$ cat config.mk
export PLATFORM = sky130hd
export DESIGN_NAME = chan_mux_rr_flat
export DESIGN_NICKNAME = d
export VERILOG_FILES = /design/src/rtl/chan_mux_rr_if.sv /design/src/rtl/chan_mux_rr.sv /design/src/flat_wrapper.sv
export SDC_FILE = /design/constraint.sdc
export NUM_CORES = 1
export LEC_CHECK = 0
export ABC_AREA = 0
export CAP_MARGIN = 20
export CELL_PAD_IN_SITES_DETAIL_PLACEMENT = 0
export CELL_PAD_IN_SITES_GLOBAL_PLACEMENT = 1
export CORE_MARGIN = 10
export CORE_UTILIZATION = 31
export DETAILED_ROUTE_END_ITERATION = 12
export GPL_TIMING_DRIVEN = 0
export HOLD_SLACK_MARGIN = 0.02
export PLACE_DENSITY = 0.8
export SETUP_SLACK_MARGIN = 0.1
export SKIP_LAST_GASP = 1
export SLEW_MARGIN = 20
export SYNTH_ARGS = -nofsm -noshare
export SYNTH_HDL_FRONTEND = slang
export SYNTH_SLANG_ARGS = --single-unit
$ cat constraint.sdc
create_clock -name clk -period 4.6 [get_ports clk]
set_input_delay 0.69 -clock clk [delete_from_list [all_inputs] [get_ports clk]]
set_output_delay 0.69 -clock clk [all_outputs]
set_load 0.02 [all_outputs]
$ cat src/rtl/chan_mux_rr_if.sv
// Channel multiplexer bus: per-channel upstream valid/ready/data plus the
// single registered downstream valid/ready/data/channel port.
// "slave" is the multiplexer's view; "master" is the surrounding logic's view.
interface chan_mux_rr_if #(
    parameter int WIDTH = 4,
    parameter int NCH   = 8
);
    localparam int CW = $clog2(NCH);

    logic                  mode;
    logic [CW-1:0]         sel;
    logic [NCH*WIDTH-1:0]  in_data;
    logic [NCH-1:0]        in_valid;
    logic [NCH-1:0]        in_ready;
    logic [WIDTH-1:0]      out_data;
    logic [CW-1:0]         out_chan;
    logic                  out_valid;
    logic                  out_ready;

    modport master (
        output mode, sel, in_data, in_valid, out_ready,
        input  in_ready, out_data, out_chan, out_valid
    );

    modport slave (
        input  mode, sel, in_data, in_valid, out_ready,
        output in_ready, out_data, out_chan, out_valid
    );
endinterface

$ cat src/rtl/chan_mux_rr.sv
// chan_mux_rr: N-channel to one multiplexer with a single output register.
// mode=0 grants the channel given by sel; mode=1 grants round-robin starting
// at an internal pointer that advances past each granted channel.
// Optional build macro MUX_STATS_EN adds a saturating 16-bit count of
// accepted output words on port xfer_cnt.
module chan_mux_rr #(
    parameter int WIDTH = 4,
    parameter int NCH   = 8
) (
    input  logic          clk,
    input  logic          rst_n,
    chan_mux_rr_if.slave  bus
`ifdef MUX_STATS_EN
    ,
    output logic [15:0]   xfer_cnt
`endif
);
    localparam int CW = $clog2(NCH);

    typedef enum logic {EMPTY = 1'b0, FULL = 1'b1} state_t;

    state_t            state_reg, state_next;
    logic [CW-1:0]     ptr_reg, ptr_next;
    logic [WIDTH-1:0]  data_reg;
    logic [CW-1:0]     chan_reg;

    logic              load;
    logic              rr_found;
    logic [CW-1:0]     rr_idx;
    logic [CW:0]       cand;
    logic              fx_ok;
    logic              grant_any;
    logic [CW-1:0]     grant_idx;
    logic [NCH-1:0]    in_ready_w;
    logic              in_xfer;
    logic [WIDTH-1:0]  chan_data [NCH];

    // Slice the flat input bus into one word per channel.
    generate
        for (genvar gi = 0; gi < NCH; gi++) begin : g_slice
            assign chan_data[gi] = bus.in_data[gi*WIDTH +: WIDTH];
        end
    endgenerate

    // The output register can take a word when empty or when it is being drained.
    assign load = (state_reg == EMPTY) || bus.out_ready;

    // Round-robin search: first valid channel at ptr, ptr+1, ... wrapping to 0.
    always_comb begin
        rr_found = 1'b0;
        rr_idx   = '0;
        cand     = '0;
        for (int i = 0; i < NCH; i++) begin
            cand = {1'b0, ptr_reg} + (CW+1)'(i);
            if (cand >= (CW+1)'(NCH))
                cand = cand - (CW+1)'(NCH);
            if (!rr_found && bus.in_valid[cand[CW-1:0]]) begin
                rr_found = 1'b1;
                rr_idx   = cand[CW-1:0];
            end
        end
    end

    // Fixed mode offers ready to sel regardless of its valid; out-of-range sel grants nothing.
    assign fx_ok     = (32'(bus.sel) < NCH);
    assign grant_any = bus.mode ? rr_found : fx_ok;
    assign grant_idx = bus.mode ? rr_idx : bus.sel;

    // One-hot ready, forced low while in reset or when the register cannot load.
    generate
        for (genvar gi = 0; gi < NCH; gi++) begin : g_ready
            assign in_ready_w[gi] = rst_n && load && grant_any && (grant_idx == CW'(gi));
        end
    endgenerate

    assign bus.in_ready = in_ready_w;
    assign in_xfer      = |(in_ready_w & bus.in_valid);

    // Output register occupancy: fills on an input transfer, empties when drained with nothing new.
    always_comb begin
        state_next = state_reg;
        case (state_reg)
            EMPTY: if (in_xfer) state_next = FULL;
            FULL:  if (bus.out_ready && !in_xfer) state_next = EMPTY;
            default: state_next = EMPTY;
        endcase
    end

    // Pointer moves one past the granted channel only on a round-robin transfer.
    always_comb begin
        ptr_next = ptr_reg;
        if (bus.mode && in_xfer)
            ptr_next = (grant_idx == CW'(NCH-1)) ? '0 : grant_idx + CW'(1);
    end

    // State, pointer and output word; held data is discarded by reset.
    always_ff @(posedge clk or negedge rst_n) begin
        if (!rst_n) begin
            state_reg <= EMPTY;
            ptr_reg   <= '0;
            data_reg  <= '0;
            chan_reg  <= '0;
        end else begin
            state_reg <= state_next;
            ptr_reg   <= ptr_next;
            if (in_xfer) begin
                data_reg <= chan_data[grant_idx];
                chan_reg <= grant_idx;
            end
        end
    end

    assign bus.out_data  = data_reg;
    assign bus.out_chan  = chan_reg;
    assign bus.out_valid = (state_reg == FULL);

`ifdef MUX_STATS_EN
    // Saturating count of words accepted downstream.
    always_ff @(posedge clk or negedge rst_n) begin
        if (!rst_n)
            xfer_cnt <= 16'h0000;
        else if ((state_reg == FULL) && bus.out_ready && (xfer_cnt != 16'hFFFF))
            xfer_cnt <= xfer_cnt + 16'h0001;
    end
`endif

endmodule

$ cat src/flat_wrapper.sv
// flat-port wrapper written by rule: the top's interface ports become plain ports
module chan_mux_rr_flat 
#(
    parameter int WIDTH = 4,
    parameter int NCH   = 8
)
  (clk, rst_n, bus_mode, bus_sel, bus_in_data, bus_in_valid, bus_out_ready, bus_in_ready, bus_out_data, bus_out_chan, bus_out_valid);
  chan_mux_rr_if #(.WIDTH(WIDTH), .NCH(NCH)) bus_i ();
  input  logic clk;
  input  logic rst_n;
  input wire logic [$bits(bus_i.mode)-1:0] bus_mode;
  input wire logic [$bits(bus_i.sel)-1:0] bus_sel;
  input wire logic [$bits(bus_i.in_data)-1:0] bus_in_data;
  input wire logic [$bits(bus_i.in_valid)-1:0] bus_in_valid;
  input wire logic [$bits(bus_i.out_ready)-1:0] bus_out_ready;
  output wire logic [$bits(bus_i.in_ready)-1:0] bus_in_ready;
  output wire logic [$bits(bus_i.out_data)-1:0] bus_out_data;
  output wire logic [$bits(bus_i.out_chan)-1:0] bus_out_chan;
  output wire logic [$bits(bus_i.out_valid)-1:0] bus_out_valid;
  assign bus_i.mode = bus_mode;
  assign bus_i.sel = bus_sel;
  assign bus_i.in_data = bus_in_data;
  assign bus_i.in_valid = bus_in_valid;
  assign bus_i.out_ready = bus_out_ready;
  assign bus_in_ready = bus_i.in_ready;
  assign bus_out_data = bus_i.out_data;
  assign bus_out_chan = bus_i.out_chan;
  assign bus_out_valid = bus_i.out_valid;
  chan_mux_rr #(.WIDTH(WIDTH), .NCH(NCH)) u_core (.clk(clk), .rst_n(rst_n), .bus(bus_i));
endmodule
==> results of run 1 <==
[logic make-up (layout without fill, tap and decap cells)]
kind of cell	count (synthesis)	after routing
and+or+nand+nor	57	57
buffers and inverters	24	102
AOI/OAI and AO/OA	63	63
muxes	48	48
xor gates and xnor gates	5	5
adders and majority gates	3	3
DFF	11	11
[worst max path at each step]
stage,from,to,slack (ns),depth (start not counted)
global placement,u_core.ptr_reg[1]$_DFFE_PN0P_,bus_in_ready[5],-1.10,15
floorplan,u_core.ptr_reg[1]$_DFFE_PN0P_,bus_in_ready[5],0.22,14
finish,u_core.ptr_reg[1]$_DFFE_PN0P_,bus_in_ready[1],0.28,14
detailed placement,u_core.ptr_reg[1]$_DFFE_PN0P_,bus_in_ready[6],-1.07,15
global route,u_core.ptr_reg[1]$_DFFE_PN0P_,bus_in_ready[1],0.11,14
CTS,u_core.ptr_reg[0]$_DFFE_PN0P_,bus_in_ready[1],0.10,14
[worst max-delay path, cell delays in order, from the launching register on]
cell and delay [ns]:
dfrtp_1 0.34, clkbuf_4 0.19, buf_8 0.15, clkinvlp_4 0.15
ha_4 0.33, clkbuf_8 0.18, mux4_2 0.56, a221oi_2 0.29
a211o_1 0.16, o221ai_1 0.12, o221ai_2 0.31, and2_4 0.23
nand2_4 0.09, nor3_2 0.12, buf_4 0.16
[power breakdown]
group	switching (mW)	total, mW	internal (mW)	leakage [nW]
sequential	0.0239	0.171	0.147	0.129
clock	0.0358	0.0967	0.0608	0.0228
combinational	1.05	1.98	0.923	1.01
total	1.11	2.24	1.13	1.16
[timing repair]
item                       4_1_cts  5_1_grt
buffers inserted                11        3
setup endpoints to repair       19       13
gates resized for setup         46       31
hold endpoints to repair         0        0
pin swaps                        7        3
[stage by stage]
| step | power [mW] | area [um2] |
|---|---|---|
| final | 2.24 | 2840 |
| after detailed placement | 1.87 | 2560 |
| after CTS | 2.14 | 2770 |
| after floorplan | 1.43 | 1860 |
| after global placement | 1.86 | 2560 |
| after global routing | 2.42 | 2840 |
[cells in the final DEF (no fill, tap or decap), types with 7 or more instances in the layout]
cell type        instances
clkdlybuf4s50_1         45
mux2i_1                 19
buf_4                   16
nand2_1                 15
mux2_2                  13
nor2_1                  13
mux4_2                  11
inv_1                   11
dfrtp_1                 11
o21ai_0                  9
a21oi_1                  8
buf_2                    7
o221ai_1                 7
o22ai_1                  7
[synthesized netlist by cell type, drive strengths merged, types with 4 or more instances]
| master | count | area share |
|---|---|---|
| a21oi | 8 | 0.022 |
| buf | 6 | 0.021 |
| clkbuf | 6 | 0.012 |
| dfrtp | 11 | 0.15 |
| inv | 12 | 0.024 |
| mux2 | 17 | 0.10 |
| mux2i | 20 | 0.11 |
| mux4 | 11 | 0.13 |
| nand2 | 18 | 0.038 |
| nand2b | 4 | 0.014 |
| nor2 | 13 | 0.026 |
| nor3 | 5 | 0.014 |
| o21ai | 10 | 0.027 |
| o221ai | 8 | 0.038 |
| o22ai | 9 | 0.030 |
| or2 | 4 | 0.014 |
[layer usage]
metal / GRT usage / up-vias
met5: 0 / -
met4: 0.0235 / 0
met3: 0.0427 / 6
met2: 0.206 / 72
met1: 0.156 / 963
li1: - / 987
[cell type report]
cell class | count | area, um2 | area share
Buffer | 11 | 104 | 0.0365
Tap cell | 75 | 93.8 | 0.0330
Sequential cell | 11 | 275 | 0.0969
Clock buffer | 4 | 45.0 | 0.0159
Timing Repair Buffer | 75 | 686 | 0.241
Multi-Input combinational cell | 176 | 1590 | 0.559
Inverter | 12 | 48.8 | 0.0172
==> results.cfg, run 1 <==
[detailed_routing]
via_per_inst = 5.57
route.detailed.drc = 0
route.met3.wl_um = 500
wl_met1_um = 2740
maxUsedRoutingLayer = met4
num_vias = 2028
drt-wirelength-per-cell_um = 17.4
drt_iter0_drc = 115
wl_met2_um = 3030
wirelength_um = 6320
drt-pass1-iter-count = 4
ant_nets = 0

[die]
die_h_um = 97.3
die_w_um = 97.3
coreArea_um2 = 5850
num_rows = 28
io_pins = 63
initial_utilization = 0.317
die-area_um2 = 9470

[final_layout]
drive_gt1_frac = 0.298
fin_util = 0.486
area.growth.synth_to_final_pct = 53.3
fin_cells = 364
antennaDiodeCount = 0
nets = 340
nFillCells = 580
largest_register_ffs = 4

[global_routing]
grt_antenna_before_repair = 0
gr-total-overflow = 0
grt_pass1_wl_um = 10300
grtUsageTotal = 0.126
grt_max_degree = 14
grt_pass1_vias = 2078

[placement]
dp_cells = 347
place_ws_ns = -1.07
gp_congestion = 0.845
io_buffers = 61
hpwl_um = 5090

[timing]
period_share = 0.939
finalHoldViolations = 0
slew_headroom = 0.617
finClkSkew_ns = 0.00422
tightest_slew_ns = 0.573
setup_ws_ns = 0.282
setup_tns_ns = 0
maxSlewViolCount = 0
hold_ws_ns = 0.486
setup_viol = 0
max_freq_ghz = 0.232
rsz0062_at_grt = no
fin_crit_ns = 4.32

[cts]
hold_buffers = 0
clock_path_buffers = 2
htree_levels = 1
cts_buffers = 3
clock-root-buffer = clkbuf_8
cts.sinks = 11
cts_tree = built
worstSkewPairLatency_ns = 0.24
clkTransAtPathRegs_ns = 0.05

[setup_path]
crit_type = register to output port
timing.rr.end = u_core.bus.out_chan[0]$_DFFE_PN0P_
arrival_ns = 3.63
crit_path_start_kind = register
reg2reg_slack_ns = 0.38
crit_required_ns = 3.91
worstRegToRegCells = 15
crit_fanout = 10
cp-end-kind = output port
timing.rr.start = u_core.ptr_reg[0]$_DFFE_PN0P_

[yosys]
synth_cell_types = 50
synth_compound_area_frac = 0.247
yosysWarnings = 0
yosys.area_share.simple = 0.158
synthXorXnorAreaFrac = 0.0236
avgSynthCellArea_um2 = 8.78
muxShareOfSynthArea = 0.345
synth_cells = 211
ys_seq_area_frac = 0.149
synth-seq-cells = 11
synth_top_family_by_area = multiplexers
netlist_area_um2 = 1850
async_reset_ff_frac = 1.00
synth_edf_count = 0
synthesis.nets = 261
synthAdderAreaFrac = 0.0203
synth_flop_cell = dfrtp_1

[power]
vdd_ir_drop_max_mv = 0.379
p_leak_nw = 1.16
p_per_area_nw_per_um2 = 790

[outcome]
outcome = finished clean

[hold_path]
holdPathStages = 1
hp-start = u_core.bus.out_chan[1]$_DFFE_PN0P_
min_to = u_core.bus.out_chan[1]$_DFFE_PN0P_
holdCritPathClass = register to register

[job]
maxCapViolations = 0
(Power assumes the default switching activity.)
==> run 2: changes to the inputs <==
--- a/config.mk
+++ b/config.mk
@@ -17,7 +17,6 @@
 export PLACE_DENSITY = 0.8
 export SETUP_SLACK_MARGIN = 0.1
 export SKIP_LAST_GASP = 1
-export SLEW_MARGIN = 20
 export SYNTH_ARGS = -nofsm -noshare
 export SYNTH_HDL_FRONTEND = slang
 export SYNTH_SLANG_ARGS = --single-unit
==> results of run 2 <==
Same layout as run 1: the final DEF is identical, and so are final timing and power.
